**src/rtl/muldiv_sequencer.sv**
```systemverilog
// muldiv_sequencer: iterative unsigned MUL/MULHU/DIVU/REMU unit sharing one shift/add-subtract accumulator
module muldiv_sequencer #(
    parameter int WIDTH = 32
) (
    input  logic             clk_i,
    input  logic             rst_i,
    input  logic             start_i,
    input  logic             flush_i,
    input  logic [1:0]       op_i,
    input  logic [WIDTH-1:0] rs1_i,
    input  logic [WIDTH-1:0] rs2_i,
    output logic             stall_o,
    output logic             busy_o,
    output logic             done_o,
    output logic [WIDTH-1:0] result_o
);
    localparam int CW = $clog2(WIDTH);
    localparam logic [1:0] IDLE = 2'd0, RUN = 2'd1, DONE = 2'd2;
    logic [1:0]         state, state_nxt, op;
    logic [CW-1:0]      cnt;
    logic [WIDTH-1:0]   divisor, run_res, dz_res;
    logic [2*WIDTH:0]   acc, step;
    logic [WIDTH:0]     mul_sum, rem_sh;
    logic [WIDTH+1:0]   diff;
    logic               accept, last;
    // acc holds {0, product} for multiply and {remainder, quotient} for divide; both start as {0, rs1}
    always_comb begin
        accept    = state == IDLE && start_i && !flush_i;
        last      = cnt == CW'(WIDTH - 1);
        mul_sum   = {1'b0, acc[2*WIDTH-1:WIDTH]} + (acc[0] ? {1'b0, divisor} : '0);
        rem_sh    = acc[2*WIDTH-1:WIDTH-1];
        diff      = {1'b0, rem_sh} - {2'b0, divisor};
        step      = op[1] ? (diff[WIDTH+1] ? {rem_sh, acc[WIDTH-2:0], 1'b0}
                                           : {diff[WIDTH:0], acc[WIDTH-2:0], 1'b1})
                          : {1'b0, mul_sum, acc[WIDTH-1:1]};
        run_res   = op[0] ? step[2*WIDTH-1:WIDTH] : step[WIDTH-1:0];
        dz_res    = op_i[0] ? rs1_i : '1;
        state_nxt = flush_i ? IDLE
                  : accept ? ((op_i[1] && rs2_i == '0) ? DONE : RUN)
                  : state == RUN ? (last ? DONE : RUN)
                  : IDLE;
        stall_o   = !flush_i && (state == RUN || (state == IDLE && start_i));
    end
    always_ff @(posedge clk_i or negedge rst_i) begin
        if (!rst_i) begin
            state    <= IDLE;
            cnt      <= '0;
            op       <= '0;
            divisor  <= '0;
            acc      <= '0;
            busy_o   <= 1'b0;
            done_o   <= 1'b0;
            result_o <= '0;
        end else begin
            state  <= state_nxt;
            busy_o <= state_nxt == RUN;
            done_o <= state_nxt == DONE;
            if (accept) begin
                op      <= op_i;
                divisor <= rs2_i;
                acc     <= {{(WIDTH+1){1'b0}}, rs1_i};
                cnt     <= '0;
            end else if (state == RUN) begin
                acc <= step;
                cnt <= cnt + 1'b1;
            end
            if (accept && state_nxt == DONE)
                result_o <= dz_res;
            else if (state == RUN && state_nxt == DONE)
                result_o <= run_res;
        end
    end
endmodule

```
**config.mk**
```make
export PLATFORM = sky130hd
export DESIGN_NAME = muldiv_sequencer
export DESIGN_NICKNAME = d
export VERILOG_FILES = /design/src/rtl/muldiv_sequencer.sv
export SDC_FILE = /design/constraint.sdc
export NUM_CORES = 1
export LEC_CHECK = 0
export CORE_MARGIN = 5
export CORE_UTILIZATION = 61
export DETAILED_ROUTE_END_ITERATION = 10
export MAX_ROUTING_LAYER = met4
export PLACE_DENSITY = 0.84
export SLEW_MARGIN = 20
export SYNTH_ARGS = -nofsm -noshare
export SYNTH_HDL_FRONTEND = slang
export SYNTH_SLANG_ARGS = --single-unit
```
**constraint.sdc**
```tcl
create_clock -name clk_i -period 6.97 [get_ports clk_i]
set_input_delay 1.7425 -clock clk_i [delete_from_list [all_inputs] [get_ports clk_i]]
set_output_delay 1.7425 -clock clk_i [all_outputs]
set_load 0.1 [all_outputs]
```
==> results of run 1 <==
-- worst max-delay path, stage by stage --
cell	delay, ps
clkdlybuf4s50_1	540
nor3_1	220
clkdlybuf4s50_1	1160
-- power groups by stage --
stage / clock [µW] / combinational, µW / sequential (µW)
2_1_floorplan: 0 / 2180 / 1170
3_3_place_gp: 0 / 2850 / 1230
3_5_place_dp: 0 / 2890 / 1230
4_1_cts: 907 / 2920 / 1220
5_1_grt: 940 / 3260 / 1260
6_report: 901 / 2990 / 1240
-- routing by layer --
layer | wire length, µm | vias up
li1 | - | 4843
met1 | 14900 | 4983
met2 | 15200 | 583
met3 | 3530 | 63
met4 | 625 | 0
met5 | 0 | -
-- cell type report --
cell class / instances / area (µm²) / area share
Clock buffer: 17 / 425 / 0.0345
Sequential cell: 139 / 3480 / 0.282
Inverter: 53 / 199 / 0.0161
Tap cell: 225 / 282 / 0.0228
Timing Repair Buffer: 114 / 1120 / 0.0905
Multi-Input combinational cell: 1027 / 6690 / 0.542
Clock inverter: 15 / 149 / 0.0121
-- cells by family (layout without fill, tap and decap cells) --
kind of cell	Yosys count	count (layout)	share of synthesized area
multiplexers	43	43	0.0407
buffers and inverters	131	199	0.0492
AO/OA/AOI/OAI	468	468	0.288
adder cells (fa/ha/maj)	68	68	0.0811
flip-flops	139	139	0.326
XOR/XNOR	57	57	0.0468
AND/OR/NAND/NOR	391	391	0.168
-- cells in the mapped netlist (all sizes together), types with 10 or more instances --
cell type and instances:
xnor2 36, nor2b 12, nand2 140, nor3 19, dfrtp 139, and2 37, buf 18, o211ai 23
xor2 21, nand3 15, nor2 113, ha 66, nand4 13, clkbuf 60, nand2b 10, nor4 10
a21o 33, a211oi 20, a31oi 17, inv 53, a21oi 107, o21a 10, a22o 19, o21ai 144
a221o 32, mux2i 40
-- through the flow --
step           total power [µW]  instance area [µm²]  std cells  hold slack (ps)
6_report                   5130                12300       1590              492
5_1_grt                    5460                12300       1590              525
4_1_cts                    5050                12300       1590              497
3_5_place_dp               4120                11800       1558              484
3_3_place_gp               4080                11800       1558              475
2_1_floorplan              3350                10700       1297              464
-- how the worst max path moves through the flow --
stage / end / slack (ps) / from
final: stall_o / 1570 / flush_i
after global routing: stall_o / 1470 / flush_i
after CTS: stall_o / 1580 / flush_i
after detailed placement: stall_o / 1580 / flush_i
after global placement: stall_o / 1600 / flush_i
after floorplan: stall_o / 1420 / flush_i
-- sequential cells by signal, summed over array words and instances (netlist names) --
| register | cells |
|---|---|
| result_o | 32 |
| divisor | 32 |
| done_o | 1 |
| cnt | 5 |
| busy_o | 1 |
| acc | 64 |
| op | 2 |
| state | 2 |
==> impl_metrics.csv, run 1 <==
group,metric,value,unit
sta,worstMarginPinSlew,1100,ps
sta,maxSlewHeadroom,0.265,
final_layout,nNetsFinal,1490,
final_layout,drive_above_1_share,0.0505,
clock_network,cts_buffer_depth,2,
floorplan,io_pins,105,
worst_setup_path,worstReg2RegStart,"acc[0]",
power,power_frac_comb,0.583,
sta,hold_viol,0,
global_route,grt_pass1_wl,54400,µm
yosys,synth_fp_nets,1435,
global_route,busiest_layer,"met2",
detailed_routing,wire_per_inst,21.5,µm
yosys,synth_cells,1297,
sta,setup_viol_count_final,0,
placement,pre_cts_ws,1580,ps
clock_network,clk_pin_slew_worst_paths,70,ps
worst_setup_path,cp_max_fo,7,
detailed_routing,drt_iter0_drc,953,
clock_network,ctsHoldBuffers,0,
status,status,"completed",
sta,slew_viol_final,0,
clock_network,root_buffer,"clkbuf_16",
floorplan,die_x,142,µm
final_layout,mostFrequentLayoutCells,"nand2_1 (139), dfrtp_1 (138), o21ai_0 (135), nor2_1 (112), a21oi_1 (107)",
detailed_routing,detail_route.first_pass.iterations,5,
worst_setup_path,r2r_end,"result_o[31]",
power,power.switching,2530,µW
worst_hold_path,hold_end,"result_o[15]",
power,clkPwrFrac,0.176,
placement,dp_hpwl,24900,µm
sta,finalCritPeriodShare,0.775,
yosys,yosys.area.top_type,"dfrtp_1",
global_route,grt.met1_usage,0.497,
floorplan,die-area,20200,µm²
yosys,ys_async_sr_fraction,1.00,
clock_network,postCtsSetupBuffers,0,
final_layout,fillers,1427,
yosys,synth.top_cell.area_share,0.326,
global_route,gr-usage-met2,0.522,
clock_network,clk_latency,440,ps
worst_setup_path,crit_type,"in2out",
detailed_routing,routed_wl,34300,µm
worst_hold_path,hold_path.class,"reg2reg",
clock_network,post_cts_resized,0,
floorplan,initial_core_util,0.619,
yosys,synth.distinct_cells,74,
clock_network,cts_htree_levels,4,
detailed_routing,drc,0,
floorplan,row_count,48,
power,vdd_drop_max,0.300,mV
worst_setup_path,cp.arrival,3660,ps
power,netSwitchingFraction,0.493,
clock_network,cts.sinks,139,
yosys,avgSynthCellArea,8.23,µm²
sta,finalSetupTns,0,ps
worst_hold_path,hold_depth,1,
placement,io_buffers,104,
yosys,synthesis.area,10700,µm²
clock_network,tritoncts,"built",
sta,skew,12.7,ps
floorplan,core,17200,µm²
sta,grt_setup_unrepaired,"no",
yosys,yosysSeqAreaShare,0.326,
power,leakagePower,0.00550,µW
sta,max_freq,185,MHz
yosys,synth_edf_count,0,
floorplan,die_height,142,µm
worst_setup_path,required,5230,ps
final_layout,final_util,0.716,
detailed_routing,postRouteAntennaNets,0,
yosys,ys_seq_elements,139,
placement,finalWeightedCongestion,1.01,
worst_setup_path,end_kind,"primary output",
yosys,ys.flop_type,"dfrtp_1",
yosys,synth_area_leaders,"dfrtp_1 (33%), ha_1 (7.7%), o21ai_0 (6.3%)",
global_route,antenna_found_initial,0,
yosys,yosysWarnings,0,
global_route,grt_max_degree,85,
clock_network,cts_buffers,17,
global_route,gr-total-overflow,0,
power,powerDensity,415,nW/µm²
sta,worst_slack,1570,ps
power,p_int,2600,µW
power,pwr-share-seq,0.242,
detailed_routing,viasPerCell,6.59,
sta,min_period,5400,ps
final_layout,syn2layout_area_growth,15.7,%
worst_setup_path,r2r_cells,14,
worst_hold_path,hp-start,"result_o[15]",
global_route,grt_usage,0.352,
detailed_routing,vias,10500,
worst_setup_path,reg2reg_slack,2770,ps
worst_setup_path,start_kind,"primary input",
final_layout,final_common_cell,"nand2_1",
global_route,grt_pass1_vias,10100,
global_route,use_met3,0.0712,
final_layout,diodes,0,
job,maxCapViolCount,0,
Power figures use the tool's default switching activity.
==> run 2, diff against run 1 <==
Settings changed: CORE_UTILIZATION 61 to 53, PLACE_DENSITY 0.84 to 0.78.
Clock period 6.97 ns to 4.52 ns, I/O delays scaled along.
==> run 2 against run 1 <==
Die area grew 14%. Count of clock-buffer cells in the layout rose by 1. Critical path depth up 10. Non-clock buffer count increased by 17. Utilization shrank 8.8 points. Worst setup slack lost 1000 ps. Global-route usage is 5.0 points lower. Combinational power increased by 53%. Highest routed layer unchanged.
==> impl_metrics.csv, run 2 (synthesized netlist as in run 1, its figures left out) <==
group,metric,value,unit
final_layout,largest_register,"acc",
placement,io_buffers,104,
clock_network,clk_latency,440,ps
placement,dp_hpwl,25600,µm
power,powerDensity,632,nW/µm²
worst_setup_path,cp-startpoint,"acc[0]",
power,leakagePower,0.00562,µW
final_layout,largestRegisters,"acc (64), divisor (32), result_o (32)",
sta,maxSlewHeadroom,0.321,
status,status,"completed",
floorplan,row_count,52,
job,maxCapViolCount,0,
floorplan,io_pins,105,
worst_setup_path,r2r_cells,13,
placement,finalWeightedCongestion,1.01,
worst_setup_path,end_kind,"flip-flop",
floorplan,core,20000,µm²
sta,worst_slack,561,ps
clock_network,post_cts_resized,0,
clock_network,clk_pin_slew_worst_paths,70,ps
clock_network,cts_buffer_depth,2,
worst_setup_path,required,4840,ps
sta,setup_viol_count_final,0,
worst_setup_path,cp_max_fo,13,
global_route,grt_max_degree,133,
worst_setup_path,r2r_end,"result_o[19]",
final_layout,largest_reg_flops,64,
global_route,grt_usage,0.302,
sta,hold_viol,0,
detailed_routing,wire_per_inst,20.9,µm
final_layout,drive_above_1_share,0.0630,
sta,finalCritPeriodShare,0.876,
global_route,grt_pass1_wl,54800,µm
detailed_routing,vias,10400,
sta,max_freq,253,MHz
final_layout,nNetsFinal,1507,
worst_hold_path,hold_end,"result_o[8]",
worst_setup_path,crit_type,"reg2reg",
placement,pre_cts_ws,83.8,ps
clock_network,cts_buffers,17,
sta,min_period,3960,ps
clock_network,cts_htree_levels,4,
detailed_routing,detail_route.first_pass.iterations,6,
floorplan,die_height,152,µm
final_layout,fillers,1797,
clock_network,ctsHoldBuffers,0,
global_route,antenna_found_initial,0,
final_layout,final_common_cell,"nand2_1",
detailed_routing,routed_wl,34500,µm
worst_setup_path,start_kind,"flip-flop",
clock_network,cts.sinks,139,
sta,finalSetupTns,0,ps
global_route,grt_pass1_vias,9908,
detailed_routing,viasPerCell,6.28,
floorplan,initial_core_util,0.533,
sta,grt_setup_unrepaired,"no",
power,vdd_drop_max,0.270,mV
final_layout,register_area,3480,µm²
clock_network,postCtsSetupBuffers,0,
sta,skew,11.0,ps
final_layout,multi_input_area,6690,µm²
worst_hold_path,hold_depth,2,
sta,slew_viol_final,0,
sta,worstMarginPinSlew,1020,ps
final_layout,syn2layout_area_growth,18.0,%
final_layout,mostFrequentLayoutCells,"nand2_1 (139), dfrtp_1 (138), o21ai_0 (135), nor2_1 (112), a21oi_1 (107)",
detailed_routing,drt_iter0_drc,770,
floorplan,die-area,23100,µm²
clock_network,root_buffer,"clkbuf_16",
detailed_routing,drc,0,
final_layout,diodes,0,
global_route,gr-total-overflow,0,
detailed_routing,postRouteAntennaNets,0,
worst_setup_path,cp.arrival,4280,ps
worst_setup_path,reg2reg_slack,560,ps
clock_network,tritoncts,"built",
worst_setup_path,worstReg2RegStart,"acc[0]",
worst_hold_path,hold_path.class,"reg2reg",
worst_hold_path,hp-start,"result_o[8]",
floorplan,die_x,152,µm
run 2: changes by cell type in the layout (fill, tap and decap cells not counted):
cell | before | now
buf_12 | 0 | 4
buf_4 | 10 | 24
clkinv_2 | 1 | 0
clkinv_4 | 1 | 4
clkinv_8 | 2 | 0
inv_6 | 7 | 5
bufinv_16 | 0 | 1
clkbuf_8 | 0 | 1
clkdlybuf4s50_1 | 103 | 102
run 2: metal layers:
| metal | share of wire | vias to the layer above | track usage | wire (µm) |
|---|---|---|---|---|
| li1 | - | 4871 | - | - |
| met1 | 0.45 | 4964 | 0.428 | 15600 |
| met2 | 0.44 | 484 | 0.453 | 15300 |
| met3 | 0.087 | 55 | 0.0575 | 2990 |
| met4 | 0.018 | 0 | 0.0672 | 631 |
| met5 | 0 | - | - | 0 |
run 2: through the flow:
stage	instances	hold slack (ps)	area [µm²]	total power [µW]	util
floorplan	1297	464	10700	5160	-
global placement	1620	483	12000	6370	0.599
detailed placement	1620	487	12000	6420	0.599
CTS	1652	502	12600	7860	0.628
global route	1652	529	12600	8500	0.628
finish	1652	497	12600	7960	0.628
run 2: final cells by class:
type / count / area share
Multi-Input combinational cell: 1027 / 0.531
Tap cell: 270 / 0.0268
Sequential cell: 139 / 0.277
Clock inverter: 14 / 0.0119
Clock buffer: 18 / 0.0349
Timing Repair Buffer: 131 / 0.103
Inverter: 53 / 0.0158
run 2: how the worst max path moves through the flow:
| stage | slack [ps] | cells after the start | endpoint |
|---|---|---|---|
| floorplan | 200 | 1 | stall_o |
| global placement | 120 | 12 | result_o[7] |
| detailed placement | 80 | 12 | result_o[14] |
| CTS | 530 | 11 | result_o[16] |
| global route | 290 | 13 | result_o[19] |
| finish | 560 | 13 | result_o[19] |
run 2: critical path: stages (launching register included):
cell and delay, ps:
dfrtp_1 570, and2_1 240, ha_1 220, fa_1 430, a211oi_1 300, o21ai_1 180, a221oi_2 320, o31a_1 340
o21bai_1 170, a211oi_1 270, xnor2_1 100, mux2i_1 340, o21ai_0 170, o22a_1 190
run 2: power by group:
group	internal (µW)	switching, µW	total, µW
Clock	795	635	1430
Combinational	1750	2830	4580
Sequential	1540	409	1950
Total	4080	3880	7960
==> run 3, diff against run 2 <==
Settings changed: CAP_MARGIN set to 20, CTS_CLUSTER_SIZE set to 8, RECOVER_POWER set to 100.
==> run 3 against run 2 <==
The flow now finishes with violations (capacitance limit, slew limit). Count of clock-buffer cells in the layout stayed put. Maximum frequency is 4.2% lower. Die area stayed put. Largest cell class unchanged.
==> impl_metrics.csv, run 3 (synthesized netlist as in run 1, its figures left out) <==
group,metric,value,unit
status,status,"finished, violations left",
status,violations,"capacitance limit, slew limit",
final_layout,mostFrequentLayoutCells,"o21ai_0 (139), nand2_1 (139), dfrtp_1 (138), nor2_1 (112), a21oi_1 (107)",
global_route,gr-usage-met2,0.453,
worst_setup_path,r2r_end,"result_o[31]",
global_route,grt_usage,0.302,
detailed_routing,viasPerCell,6.28,
power,vdd_drop_max,0.269,mV
worst_setup_path,required,4850,ps
worst_setup_path,cp_slowest_cell,"dfrtp_1",
power,netSwitchingFraction,0.487,
sta,skew,9.95,ps
worst_setup_path,crit_type,"reg2reg",
detailed_routing,drt_iter0_drc,732,
clock_network,cts_buffers,17,
sta,worstMarginPinSlew,2650,ps
clock_network,cts_htree_levels,4,
worst_hold_path,hold_path.class,"reg2reg",
sta,hold_viol,0,
power,p_int,4070,µW
clock_network,post_cts_resized,0,
worst_hold_path,hp-start,"result_o[8]",
worst_setup_path,max_stage_delay,580,ps
detailed_routing,wire_per_inst,21.0,µm
global_route,busiest_layer,"met2",
clock_network,clk_pin_slew_worst_paths,70,ps
global_route,grt.met1_usage,0.428,
detailed_routing,detail_route.first_pass.iterations,5,
sta,slew_viol_final,105,
sta,grt_setup_unrepaired,"no",
worst_setup_path,critPathTopFamily,"compound AO/OA/AOI/OAI gates",
clock_network,clk_latency,440,ps
placement,finalWeightedCongestion,1.01,
worst_setup_path,end_kind,"flip-flop",
power,total_power,7940,µW
clock_network,cts.sinks,139,
floorplan,initial_core_util,0.533,
clock_network,postCtsSetupBuffers,0,
sta,maxSlewHeadroom,-0.767,
final_layout,diodes,0,
global_route,use_met3,0.0575,
detailed_routing,drc,0,
global_route,grt_max_degree,133,
worst_setup_path,worstPathCellList,"and2_0 -> ha_1 -> fa_1 -> a211oi_1 -> o21ai_1 -> a221oi_1 -> o31a_1 -> o21ai_0 -> a311oi_1 -> clkbuf_1 -> nor4b_1 -> a21oi_1 -> nand3_1 -> a21o_1",
power,power_frac_comb,0.576,
job,maxCapViolCount,3,
worst_setup_path,critPathBufInv,1,
clock_network,root_buffer,"clkbuf_16",
worst_hold_path,hold_end,"result_o[8]",
placement,io_buffers,104,
floorplan,io_pins,105,
clock_network,cts_buffer_depth,2,
final_layout,largestRegisters,"acc (64), divisor (32), result_o (32)",
worst_setup_path,worstReg2RegStart,"acc[0]",
worst_setup_path,r2r_cells,14,
worst_hold_path,hold_depth,2,
sta,finalSetupTns,0,ps
detailed_routing,postRouteAntennaNets,0,
sta,finalCritPeriodShare,0.914,
sta,setup_viol_count_final,0,
worst_setup_path,cp_max_fo,13,
power,powerDensity,634,nW/µm²
detailed_routing,routed_wl,34600,µm
floorplan,die_height,152,µm
floorplan,core,20000,µm²
final_layout,largest_register,"acc",
power,pwr-share-seq,0.245,
global_route,grt_pass1_wl,54800,µm
power,power.switching,3870,µW
global_route,antenna_found_initial,0,
sta,min_period,4130,ps
floorplan,row_count,52,
detailed_routing,vias,10400,
sta,max_freq,242,MHz
floorplan,die_x,152,µm
global_route,gr-total-overflow,0,
global_route,grt_pass1_vias,9908,
worst_setup_path,cp.arrival,4460,ps
worst_setup_path,reg2reg_slack,390,ps
clock_network,ctsHoldBuffers,0,
final_layout,drive_above_1_share,0.0543,
power,clkPwrFrac,0.180,
clock_network,tritoncts,"built",
power,leakagePower,0.00569,µW
final_layout,syn2layout_area_growth,17.4,%
worst_setup_path,start_kind,"flip-flop",
floorplan,die-area,23100,µm²
final_layout,largest_reg_flops,64,
final_layout,nNetsFinal,1507,
placement,dp_hpwl,25600,µm
-- run 3: cell types whose count changed in the layout (fill, tap and decap cells not counted), sizes merged --
cell / delta
dlygate4sd3: +36
clkdlybuf4s50: -36
buf: -9
clkbuf: +9
-- run 3: worst max path at each step --
stage | to | cells past startpoint | startpoint
2_1_floorplan | stall_o | 1 | flush_i
3_3_place_gp | result_o[7] | 12 | rs2_i[2]
3_5_place_dp | result_o[14] | 12 | rs2_i[2]
4_1_cts | result_o[16] | 11 | rs2_i[2]
5_1_grt | result_o[31] | 14 | acc[0]
6_report | result_o[31] | 14 | acc[0]
-- run 3: per-layer routing --
metal,vias to the layer above,routed length [µm]
met3,43,2940
met2,467,15400
met4,0,503
met1,4983,15800
li1,4875,-
met5,-,0
-- run 3: metrics by stage --
stage | cells | setup WS, ps | hold slack (ps) | utilization | cell area (µm²)
global placement | 1620 | 119 | 483 | 0.599 | 12000
CTS | 1652 | 529 | 502 | 0.628 | 12600
floorplan | 1297 | 197 | 464 | - | 10700
finish | 1652 | 387 | 492 | 0.625 | 12500
detailed placement | 1620 | 83.8 | 487 | 0.599 | 12000
global route | 1652 | 155 | 524 | 0.625 | 12500
-- run 3: power groups by stage --
stage	Clock [µW]	Combinational, µW	Sequential (µW)
after floorplan	0	3360	1800
after global placement	0	4430	1940
after detailed placement	0	4470	1940
after CTS	1430	4500	1930
after global routing	1490	5010	1980
final	1430	4570	1940
-- run 3: tightest hold or removal path: stages, from the launching register on --
cell,delay [ps]
dfrtp_1,350
a21oi_1,60
o21ai_0,60
-- run 3: cell type report --
cell class	instances	area (µm²)
Timing Repair Buffer	131	1260
Multi-Input combinational cell	1027	6670
Tap cell	270	338
Inverter	53	199
Clock inverter	14	150
Fill cell	1820	7510
Clock buffer	18	439
Sequential cell	139	3480
